### src/rtl/uart_reg_arbiter.sv
// Two-requester round-robin arbiter in front of a register-file port, one transaction in flight.
// Optional downstream ack timeout enabled by defining UART_REG_ARB_TIMEOUT_EN.
module uart_reg_arbiter #(
  parameter int unsigned ADDR_WIDTH     = 5,
  parameter int unsigned DATA_WIDTH     = 32,
  parameter int unsigned TIMEOUT_CYCLES = 16
) (
  input  logic                          clk_i,
  input  logic                          rst_i,
  input  logic [1:0]                    req_i,
  input  logic [2*ADDR_WIDTH-1:0]       addr_i,
  input  logic [1:0]                    we_i,
  input  logic [2*DATA_WIDTH-1:0]       wdata_i,
  input  logic [2*(DATA_WIDTH/8)-1:0]   strb_i,
  output logic [1:0]                    ack_o,
  output logic [DATA_WIDTH-1:0]         rdata_o,
  output logic                          resp_o,
  output logic                          mreq_o,
  output logic [ADDR_WIDTH-1:0]         maddr_o,
  output logic                          mwe_o,
  output logic [DATA_WIDTH-1:0]         mwdata_o,
  output logic [(DATA_WIDTH/8)-1:0]     mstrb_o,
  input  logic                          mack_i,
  input  logic [DATA_WIDTH-1:0]         mrdata_i,
  input  logic                          mresp_i
);

  localparam int unsigned STRB_WIDTH = DATA_WIDTH / 8;

  typedef enum logic [1:0] {IDLE, ISSUE, RESP} state_e;

  state_e state_q, state_d;

  logic                  ptr_q, ptr_d;
  logic                  gnt_q, gnt_d;
  logic                  mreq_d;
  logic [ADDR_WIDTH-1:0] maddr_d;
  logic                  mwe_d;
  logic [DATA_WIDTH-1:0] mwdata_d;
  logic [STRB_WIDTH-1:0] mstrb_d;
  logic [1:0]            ack_d;
  logic [DATA_WIDTH-1:0] rdata_d;
  logic                  resp_d;

  logic                  any_req_c;
  logic                  gnt_idx_c;
  logic                  timeout_hit_c;

  if (TIMEOUT_CYCLES == 0) begin : g_cfg_check
    $error("uart_reg_arbiter: TIMEOUT_CYCLES must be at least 1");
  end

  // Round-robin pick: pointer breaks ties, a lone requester always wins.
  assign any_req_c = |req_i;
  assign gnt_idx_c = (&req_i) ? ptr_q : req_i[1];

`ifdef UART_REG_ARB_TIMEOUT_EN
  localparam int unsigned CNT_WIDTH = $clog2(TIMEOUT_CYCLES + 1);

  logic [CNT_WIDTH-1:0] tmo_cnt_q;

  always_ff @(posedge clk_i) begin
    if (rst_i) begin
      tmo_cnt_q <= '0;
    end else if (state_q == ISSUE && !mack_i && !timeout_hit_c) begin
      tmo_cnt_q <= tmo_cnt_q + CNT_WIDTH'(1);
    end else begin
      tmo_cnt_q <= '0;
    end
  end

  assign timeout_hit_c = (state_q == ISSUE) && !mack_i &&
                         (tmo_cnt_q == CNT_WIDTH'(TIMEOUT_CYCLES - 1));
`else
  assign timeout_hit_c = 1'b0;
`endif

  always_ff @(posedge clk_i) begin
    if (rst_i) begin
      state_q <= IDLE;
    end else begin
      state_q <= state_d;
    end
  end

  always_comb begin
    state_d = state_q;
    unique case (state_q)
      IDLE:    if (any_req_c) state_d = ISSUE;
      ISSUE:   if (mack_i || timeout_hit_c) state_d = RESP;
      RESP:    state_d = IDLE;
      default: state_d = IDLE;
    endcase
  end

  // Next values of the registered outputs and arbitration state.
  always_comb begin
    ptr_d    = ptr_q;
    gnt_d    = gnt_q;
    mreq_d   = mreq_o;
    maddr_d  = maddr_o;
    mwe_d    = mwe_o;
    mwdata_d = mwdata_o;
    mstrb_d  = mstrb_o;
    ack_d    = 2'b00;
    rdata_d  = rdata_o;
    resp_d   = resp_o;
    unique case (state_q)
      IDLE: begin
        if (any_req_c) begin
          gnt_d    = gnt_idx_c;
          ptr_d    = ~gnt_idx_c;
          mreq_d   = 1'b1;
          maddr_d  = gnt_idx_c ? addr_i[2*ADDR_WIDTH-1:ADDR_WIDTH] : addr_i[ADDR_WIDTH-1:0];
          mwe_d    = gnt_idx_c ? we_i[1] : we_i[0];
          mwdata_d = gnt_idx_c ? wdata_i[2*DATA_WIDTH-1:DATA_WIDTH] : wdata_i[DATA_WIDTH-1:0];
          mstrb_d  = gnt_idx_c ? strb_i[2*STRB_WIDTH-1:STRB_WIDTH] : strb_i[STRB_WIDTH-1:0];
        end
      end
      ISSUE: begin
        if (mack_i) begin
          mreq_d  = 1'b0;
          ack_d   = gnt_q ? 2'b10 : 2'b01;
          resp_d  = mresp_i;
          rdata_d = (mwe_o || mresp_i) ? '0 : mrdata_i;
        end else if (timeout_hit_c) begin
          mreq_d  = 1'b0;
          ack_d   = gnt_q ? 2'b10 : 2'b01;
          resp_d  = 1'b1;
          rdata_d = '0;
        end
      end
      RESP: begin
        rdata_d = '0;
        resp_d  = 1'b0;
      end
      default: begin
        mreq_d = 1'b0;
      end
    endcase
  end

  always_ff @(posedge clk_i) begin
    if (rst_i) begin
      ptr_q    <= 1'b0;
      gnt_q    <= 1'b0;
      mreq_o   <= 1'b0;
      maddr_o  <= '0;
      mwe_o    <= 1'b0;
      mwdata_o <= '0;
      mstrb_o  <= '0;
      ack_o    <= 2'b00;
      rdata_o  <= '0;
      resp_o   <= 1'b0;
    end else begin
      ptr_q    <= ptr_d;
      gnt_q    <= gnt_d;
      mreq_o   <= mreq_d;
      maddr_o  <= maddr_d;
      mwe_o    <= mwe_d;
      mwdata_o <= mwdata_d;
      mstrb_o  <= mstrb_d;
      ack_o    <= ack_d;
      rdata_o  <= rdata_d;
      resp_o   <= resp_d;
    end
  end

endmodule

### config.mk
export PLATFORM = sky130hd
export DESIGN_NAME = uart_reg_arbiter
export DESIGN_NICKNAME = d
export VERILOG_FILES = /design/src/rtl/uart_reg_arbiter.sv
export SDC_FILE = /design/constraint.sdc
export NUM_CORES = 1
export LEC_CHECK = 0
export ABC_AREA = 1
export CORE_MARGIN = 3
export CORE_UTILIZATION = 25
export DETAILED_ROUTE_END_ITERATION = 10
export HOLD_SLACK_MARGIN = 0.15
export PLACE_DENSITY_LB_ADDON = 0.25
export SLEW_MARGIN = 20
export SYNTH_ARGS = -nofsm -noshare
export SYNTH_HDL_FRONTEND = slang
export SYNTH_SLANG_ARGS = --single-unit
export TNS_END_PERCENT = 1
### constraint.sdc
create_clock -name clk_i -period 1.4 [get_ports clk_i]
set_clock_uncertainty 0.05 [all_clocks]
set_input_delay 0.28 -clock clk_i [delete_from_list [all_inputs] [get_ports clk_i]]
set_output_delay 0.28 -clock clk_i [all_outputs]
set_load 0.02 [all_outputs]
==> impl_metrics.csv, run 1 <==
group,metric,value,unit
yosys,ys.flop_type,"dfxtp_1",
yosys,yosys_register_bits,82,
die,die_w,127,µm
global_routing,overflow,0,
drt,wl_per_cell,14.9,µm
pwr,leakagePower,2.95,nW
worst_hold_path,hp-start,"req_i[1]",
placed_design,detailed_place_hpwl,9610,µm
drt,drtAntennaViolNets,0,
worst_hold_path,hold_path_class,"in -> reg",
drt,drt_iter0_drc,219,
pwr,ir_drop,0.467,mV
worst_setup_path,crit_start,"maddr_o[0]$_SDFFE_PP0P_",
placed_design,gp_congestion,0.831,
clocking,cts_tree,"done",
global_routing,grt.total_usage,0.164,
timing,whs,274,ps
placed_design,post_dp_cell_area,5950,µm²
die,die_area,16000,µm²
final_layout,area_delta_synth_final,68.5,%
global_routing,grt_start_max_net_pins,35,
yosys,synth_top_area_frac,0.452,
timing,finalHoldViolations,0,
global_routing,grt_pass1_wl,21200,µm
clocking,postCtsSetupBuffers,0,
run,timing.max_cap.violations,0,
drt,drc,0,
worst_setup_path,cp_num_buf_inv,1,
clocking,ctsHoldBuffers,0,
worst_setup_path,crit_chain,"dlygate4sd2_1",
timing,maxSlewHeadroom,0.789,
yosys,synth.cell_area,3630,µm²
timing,slew_violations,0,
final_layout,diodes,0,
placed_design,port_buffers,199,
clocking,cts_buffers,9,
yosys,synth_area_leaders,"dfxtp_1 (45%), nand3_1 (16%), nand2_1 (13%)",
timing,tightestPinTransition,317,ps
drt,firstDrtPassIters,4,
timing,setup_viol,0,
worst_setup_path,crit_fanout,2,
die,rows,43,
worst_setup_path,cp.arrival,1020,ps
clocking,clk_pin_slew,50,ps
yosys,ys_seq_area_frac,0.452,
worst_setup_path,rr_endpoint,"rdata_o[5]$_SDFFE_PP0P_",
status,status,"finished clean",
worst_setup_path,endpoint_kind,"primary output",
yosys,syn-num-nets,630,
worst_setup_path,r2r-start,"mwe_o$_SDFFE_PP0P_",
yosys,synth_common_cells,"nand2_1 (124), nand3_1 (119), dfxtp_1 (82)",
worst_setup_path,cpPeakStageDelay,350,ps
clocking,clk_latency,330,ps
clocking,root_buffer,"clkbuf_16",
timing,fmax,738,MHz
final_layout,fillers,1412,
final_layout,layout.nets,822,
yosys,yosysMostFrequentCell,"nand2_1",
die,core_area,14000,µm²
die,io_pins,200,
worst_setup_path,cp.required,1070,ps
yosys,synth_edf_count,0,
worst_setup_path,rr_worst_depth,5,
global_routing,antenna_found_initial,0,
clocking,cts_buffer_depth,2,
worst_setup_path,cp.depth,1,
worst_setup_path,crit_type,"reg -> out",
final_layout,final_core_util,0.436,
worst_setup_path,endpoint,"maddr_o[0]",
final_layout,drive_gt1_frac,0.0740,
timing,rsz0062_at_grt,"yes",
drt,vias_per_cell,4.80,
final_layout,design_area,6120,µm²
global_routing,grt_pass1_vias,4329,
worst_setup_path,reg2reg_slack,100,ps
yosys,yosys_warnings,0,
yosys,synth.distinct_cells,21,
yosys,syn_inst,508,
clocking,h-tree-depth,3,
die,dieHeight,127,µm
yosys,avgSynthCellArea,7.15,µm²
yosys,yosys.area.top_type,"dfxtp_1",
worst_setup_path,critical_path.top_delay_family,"flip-flops",
timing,fin_crit_sh,0.967,
worst_setup_path,startpoint_type,"flop",
pwr,power.density,1030,nW/µm²
worst_setup_path,critPathSlowestCell,"dfxtp_1",
drt,vias,4234,
timing,period_needed,1350,ps
die,start_util,0.259,
yosys,async_flop_share,0,
drt,wirelength,13200,µm
clocking,cts_sinks,82,
cell usage in the layout (no fill, tap or decap), types with 2 or more instances in the layout:
cell type / synthesis / layout
dfxtp_1: 82 / 80
clkdlybuf4s15_1: 0 / 3
clkinv_1: 2 / 2
dlygate4sd2_1: 0 / 74
inv_1: 46 / 46
nor2_4: 3 / 4
a21oi_1: 36 / 36
nand2_2: 2 / 3
dfxtp_2: 0 / 2
clkdlybuf4s50_1: 0 / 119
nand2_1: 124 / 123
nand4_1: 42 / 42
nand3_1: 119 / 119
clkbuf_16: 0 / 9
clkinv_2: 0 / 2
buf_12: 0 / 9
buf_4: 4 / 15
nor2_1: 3 / 3
sequential cells by signal, summed over array words and instances (netlist names):
signal    count
mreq_o        1
ptr_q         1
resp_o        1
maddr_o       5
mwe_o         1
mstrb_o       4
ack_o         2
gnt_q         1
rdata_o      32
mwdata_o     32
state_q       2
power by group:
| group | switching, W | total [W] | internal (W) |
|---|---|---|---|
| clock network | 0.000888 | 0.00211 | 0.00122 |
| registers | 0.0000866 | 0.00258 | 0.00249 |
| logic | 0.000845 | 0.00160 | 0.000752 |
per-layer routing:
| layer | wire length [µm] | global-route usage | share of wire |
|---|---|---|---|
| met1 | 5370 | 0.191 | 0.41 |
| met3 | 817 | 0.0316 | 0.062 |
| met5 | 0 | 0 | 0 |
| met2 | 6560 | 0.285 | 0.50 |
| met4 | 433 | 0.0826 | 0.033 |
area by class of cell:
cell class / instances / area [µm²] / share of cell area
Timing Repair Buffer: 223 / 2190 / 0.358
Clock inverter: 3 / 17.5 / 0.00286
Sequential cell: 82 / 1640 / 0.268
Clock buffer: 11 / 243 / 0.0396
Tap cell: 180 / 225 / 0.0368
Multi-Input combinational cell: 335 / 1620 / 0.264
Inverter: 49 / 184 / 0.0300
cell families after synthesis:
kind of cell | count (synthesis) | share of synthesized area
simple gates | 296 | 0.387
flops | 82 | 0.452
buf+inv | 91 | 0.105
compound gates | 39 | 0.0568
worst min path at each step:
stage	to	slack [ps]	cells past startpoint
3_5_place_dp	ack_o[0]$_SDFF_PP0_	400	1
5_1_grt	gnt_q$_SDFFE_PP0P_	280	3
3_3_place_gp	ack_o[0]$_SDFF_PP0_	390	1
2_1_floorplan	resp_o$_SDFFE_PP0P_	350	2
6_report	gnt_q$_SDFFE_PP0P_	270	3
4_1_cts	gnt_q$_SDFFE_PP0P_	270	3
through the flow:
step	cells	worst slack [ps]	TNS [ps]	power [W]
floorplan	508	146	0	0.00342
global placement	869	-289	-18640	0.00432
finish	883	45.5	0	0.00629
global route	883	-1.01	-1.01	0.00664
detailed placement	869	-327	-20930	0.00434
CTS	883	9.89	0	0.00641
timing repair:
item                                    CTS  global route
endpoints found under the setup margin   78            55
gates resized for setup                  80             7
cloned                                    0             0
Note: power is estimated with default switching activity, not from simulation.
==> inputs of run 2 (changes only) <==
- TNS_END_PERCENT: 1 -> unset
==> impl_metrics.csv, run 2 (synthesis results as in run 1) <==
group,metric,value,unit
status,status,"finished clean",
timing,fin_ws,44.4,ps
final_layout,fillers,1414,
timing,fmax,738,MHz
drt,drc,0,
die,rows,43,
worst_setup_path,cp.required,1070,ps
die,core_area,14000,µm²
clocking,clk_latency,330,ps
timing,setup_viol,0,
final_layout,final_core_util,0.436,
global_routing,grt.total_usage,0.164,
worst_hold_path,holdPathStages,3,
clocking,h-tree-depth,3,
final_layout,largest_registers,"mwdata_o: 32 flops, rdata_o: 32 flops, maddr_o: 5 flops",
clocking,cts_tree,"done",
worst_setup_path,critical_path.top_delay_family,"buffers and inverters",
worst_hold_path,hold_path_class,"in -> reg",
global_routing,antenna_found_initial,0,
clocking,cts_buffer_depth,2,
clocking,postCtsSetupBuffers,0,
final_layout,area_delta_synth_final,68.6,%
global_routing,grt_pass1_wl,21200,µm
worst_setup_path,cp_num_buf_inv,1,
global_routing,overflow,0,
placed_design,detailed_place_hpwl,9610,µm
clocking,cts_sinks,82,
timing,fin_crit_sh,0.968,
worst_setup_path,r2r-start,"mwe_o$_SDFFE_PP0P_",
worst_hold_path,hp-start,"req_i[1]",
worst_setup_path,startpoint_type,"flop",
placed_design,port_buffers,199,
final_layout,final_cell_mix,"nand2_1 (123), nand3_1 (119), clkdlybuf4s50_1 (119)",
final_layout,drive_gt1_frac,0.0754,
global_routing,grt_pass1_vias,4329,
drt,drtAntennaViolNets,0,
worst_setup_path,cp.depth,1,
worst_setup_path,rr_worst_depth,5,
timing,rsz0062_at_grt,"no",
final_layout,layout.nets,822,
worst_setup_path,endpoint_kind,"primary output",
drt,wl_per_cell,15.1,µm
placed_design,gp_congestion,0.831,
worst_setup_path,cpPeakStageDelay,370,ps
die,dieHeight,127,µm
pwr,leakagePower,2.95,nW
die,die_w,127,µm
worst_setup_path,crit_chain,"dlygate4sd2_1",
drt,vias,4243,
timing,period_needed,1360,ps
timing,maxSlewHeadroom,0.784,
timing,slew_violations,0,
timing,tightestPinTransition,323,ps
timing,finalHoldViolations,0,
worst_hold_path,holdPathEnd,"gnt_q$_SDFFE_PP0P_",
worst_setup_path,critPathSlowestCell,"dlygate4sd2_1",
drt,wirelength,13300,µm
die,io_pins,200,
worst_setup_path,reg2reg_slack,100,ps
worst_setup_path,cp.arrival,1030,ps
placed_design,dpl_worst_slack,-327,ps
drt,vias_per_cell,4.81,
clocking,root_buffer,"clkbuf_16",
pwr,power.density,1030,nW/µm²
die,die_area,16000,µm²
global_routing,grt_start_max_net_pins,35,
die,start_util,0.259,
drt,drt_iter0_drc,208,
clocking,clk_pin_slew,60,ps
final_layout,mostFrequentLayoutCell,"nand2_1",
worst_setup_path,crit_type,"reg -> out",
worst_setup_path,crit_fanout,2,
pwr,ir_drop,0.469,mV
clocking,ctsHoldBuffers,0,
worst_setup_path,rr_endpoint,"rdata_o[5]$_SDFFE_PP0P_",
clocking,cts_buffers,9,
final_layout,diodes,0,
run,timing.max_cap.violations,0,
drt,firstDrtPassIters,4,
[run 2: cell count changes in the layout (fill, tap and decap cells not counted)]
cell | previous run | this run
a21oi_2 | 0 | 1
a21oi_1 | 36 | 35
[run 2: metrics by stage]
stage          hold slack (ps)  instances  area, µm²  TNS (ps)  power (W)
3_3_place_gp               391        869       5950    -18640    0.00432
6_report                   278        883       6130         0    0.00630
5_1_grt                    285        883       6130         0    0.00664
2_1_floorplan              349        508       3630         0    0.00342
3_5_place_dp               397        869       5950    -20930    0.00434
4_1_cts                    268        883       6110         0    0.00641
[run 2: per-layer routing]
layer | vias to the layer above | track usage | wire length [µm] | part of all wire
met5 | - | 0 | 0 | 0
met4 | 0 | 0.0826 | 455 | 0.034
met3 | 31 | 0.0316 | 723 | 0.054
met2 | 147 | 0.285 | 6620 | 0.50
met1 | 1987 | 0.191 | 5510 | 0.41
li1 | 2078 | - | - | -
[run 2: worst register-to-register path, cell delays in order, from the launching register on]
cell and delay [ps]:
dfxtp_1 330, or2_2 320, nor2_4 130, buf_12 180, nand2_1 90, a21oi_1 130
[run 2: how the worst max path moves through the flow]
stage	start	slack (ps)	endpoint
2_1_floorplan	mwe_o$_SDFFE_PP0P_	150	rdata_o[0]$_SDFFE_PP0P_
3_3_place_gp	req_i[0]	-290	mwdata_o[21]$_SDFFE_PP0P_
3_5_place_dp	req_i[0]	-330	mwdata_o[4]$_SDFFE_PP0P_
4_1_cts	mreq_o$_SDFFE_PP0P_	10	mreq_o
5_1_grt	maddr_o[0]$_SDFFE_PP0P_	0.6	maddr_o[0]
6_report	rdata_o[15]$_SDFFE_PP0P_	40	rdata_o[15]
[run 2: cell type report]
cell class / count / area, µm² / area share
clock buffers: 11 / 243 / 0.0396
well taps: 180 / 225 / 0.0368
multi-input cells: 335 / 1620 / 0.265
flip-flops and latches: 82 / 1640 / 0.268
repair buffers: 223 / 2190 / 0.358
clock inverters: 3 / 17.5 / 0.00286
inverters: 49 / 184 / 0.0300
[run 2: power by group]
group	total [W]	switching (W)	internal, W	leakage, nW
clock	0.00212	0.000896	0.00122	0.127
combinational	0.00160	0.000850	0.000753	2.15
sequential	0.00258	0.0000868	0.00249	0.672
total	0.00630	0.00183	0.00447	2.95
[run 2: timing repair]
item                                   4_1_cts  5_1_grt
pin swaps                                    0        0
resized for setup                           80        8
setup endpoints to repair                   78       55
endpoints found under the hold margin        0        0
==> inputs of run 3 (changes only) <==
- CORE_MARGIN: 3 -> unset
- clock period: 1.4 -> 1.35 ns (I/O delays scaled with it)
==> impl_metrics.csv, run 3 (synthesis results as in run 1) <==
group,metric,value,unit
drt,firstDrtPassIters,5,
pwr,ir_drop,0.528,mV
drt,drtAntennaViolNets,0,
clocking,cts_sinks,82,
clocking,h-tree-depth,3,
clocking,clk_latency,330,ps
timing,setup_viol,0,
global_routing,antenna_found_initial,0,
clocking,root_buffer,"clkbuf_16",
worst_setup_path,cp.required,1580,ps
drt,wl_per_cell,15.0,µm
clocking,cts_tree,"done",
final_layout,final_cell_mix,"nand2_1 (122), clkdlybuf4s50_1 (119), nand3_1 (109)",
final_layout,largest_registers,"mwdata_o: 32 flops, rdata_o: 32 flops, maddr_o: 5 flops",
drt,vias,4305,
die,start_util,0.259,
drt,wirelength,13500,µm
placed_design,detailed_place_hpwl,8620,µm
clocking,cts_buffers,9,
placed_design,port_buffers,199,
placed_design,dpl_worst_slack,-328,ps
clocking,clk_pin_slew,60,ps
final_layout,multi_input_area,1690,µm²
timing,fmax,752,MHz
timing,slew_violations,0,
final_layout,area_delta_synth_final,80.5,%
pwr,leakagePower,2.94,nW
timing,rsz0062_at_grt,"yes",
clocking,ctsHoldBuffers,0,
final_layout,diodes,0,
run,timing.max_cap.violations,0,
global_routing,grt.total_usage,0.165,
global_routing,grt_start_max_net_pins,44,
drt,drt_iter0_drc,225,
timing,fin_crit_sh,0.985,
worst_setup_path,cp.arrival,1560,ps
die,io_pins,200,
die,core_area,14000,µm²
worst_hold_path,holdPathStages,1,
final_layout,ff_latch_area,1650,µm²
global_routing,overflow,0,
final_layout,drive_gt1_frac,0.154,
timing,tightestPinTransition,291,ps
timing,maxSlewHeadroom,0.806,
status,status,"finished clean",
drt,vias_per_cell,4.78,
worst_setup_path,crit_type,"reg -> reg",
pwr,power.density,1110,nW/µm²
worst_setup_path,rr_worst_depth,9,
timing,fin_ws,19.7,ps
final_layout,final_core_util,0.467,
timing,period_needed,1330,ps
die,dieHeight,123,µm
die,die_area,15000,µm²
final_layout,layout.nets,838,
global_routing,grt_pass1_wl,19300,µm
global_routing,grt_pass1_vias,4021,
placed_design,gp_congestion,0.813,
worst_setup_path,endpoint_kind,"flop",
final_layout,fillers,1376,
worst_hold_path,hold_path_class,"reg -> reg",
final_layout,mostFrequentLayoutCell,"nand2_1",
clocking,cts_buffer_depth,2,
drt,drc,0,
die,rows,43,
worst_setup_path,startpoint_type,"flop",
die,die_w,123,µm
timing,finalHoldViolations,0,
worst_setup_path,crit_fanout,8,
run 3: cell types whose count changed in the layout (fill, tap and decap cells not counted), sizes merged:
cell and delta:
clkinv +1, inv +1, clkbuf +29, clkdlybuf4s15 +46
bufinv +2, dlygate4sd2 -70, buf +9
run 3: critical path, stage by stage (launching register included):
cell       delay (ps)
dfxtp_4           360
inv_4              80
nand2_4            60
nor2_4            110
buf_12            160
clkbuf_16         160
nand3_1            80
nand3_1            90
nand2_1            50
inv_1              60
run 3: metal layers:
metal / share of wire / track usage
met3: 0.071 / 0.0279
met4: 0.025 / 0.0777
met2: 0.48 / 0.281
met5: 0 / 0
met1: 0.43 / 0.202
run 3: area by class of cell:
class                           instances  area share
Tap cell                              180      0.0343
Multi-Input combinational cell        335       0.258
Clock inverter                          7      0.0156
Sequential cell                        82       0.251
Inverter                               49      0.0284
Timing Repair Buffer                  239       0.378
Clock buffer                            9      0.0343
run 3: stage by stage:
step,hold WS (ps),cell area [µm²],instances,setup TNS (ps),total power (W)
floorplan,339,3630,508,0,0.00354
global placement,376,5950,868,-21180,0.00447
finish,397,6560,901,0,0.00731
detailed placement,383,5950,868,-22890,0.00448
global route,415,6560,901,-119,0.00767
CTS,402,6230,884,0,0.00710
run 3: timing repair:
action,CTS,global route
gates cloned,0,10
pin swaps,0,12
buffers inserted,0,7
setup endpoints to repair,78,127
gates resized for setup,117,95
run 3: final timing paths:
kind | start | to | slack [ps]
max | state_q[0]$_SDFFE_PP0P_ | maddr_o[4]$_SDFFE_PP0P_ | 20
min | gnt_q$_SDFFE_PP0P_ | ack_o[0]$_SDFF_PP0_ | 400
max reg2reg | state_q[0]$_SDFFE_PP0P_ | maddr_o[4]$_SDFFE_PP0P_ | 20
min reg2reg | gnt_q$_SDFFE_PP0P_ | ack_o[0]$_SDFF_PP0_ | 400
run 3: power breakdown:
group / switching [W] / internal [W] / total [W]
Combinational: 0.000976 / 0.000982 / 0.00196
Sequential: 0.0000960 / 0.00258 / 0.00268
Clock: 0.00104 / 0.00164 / 0.00267
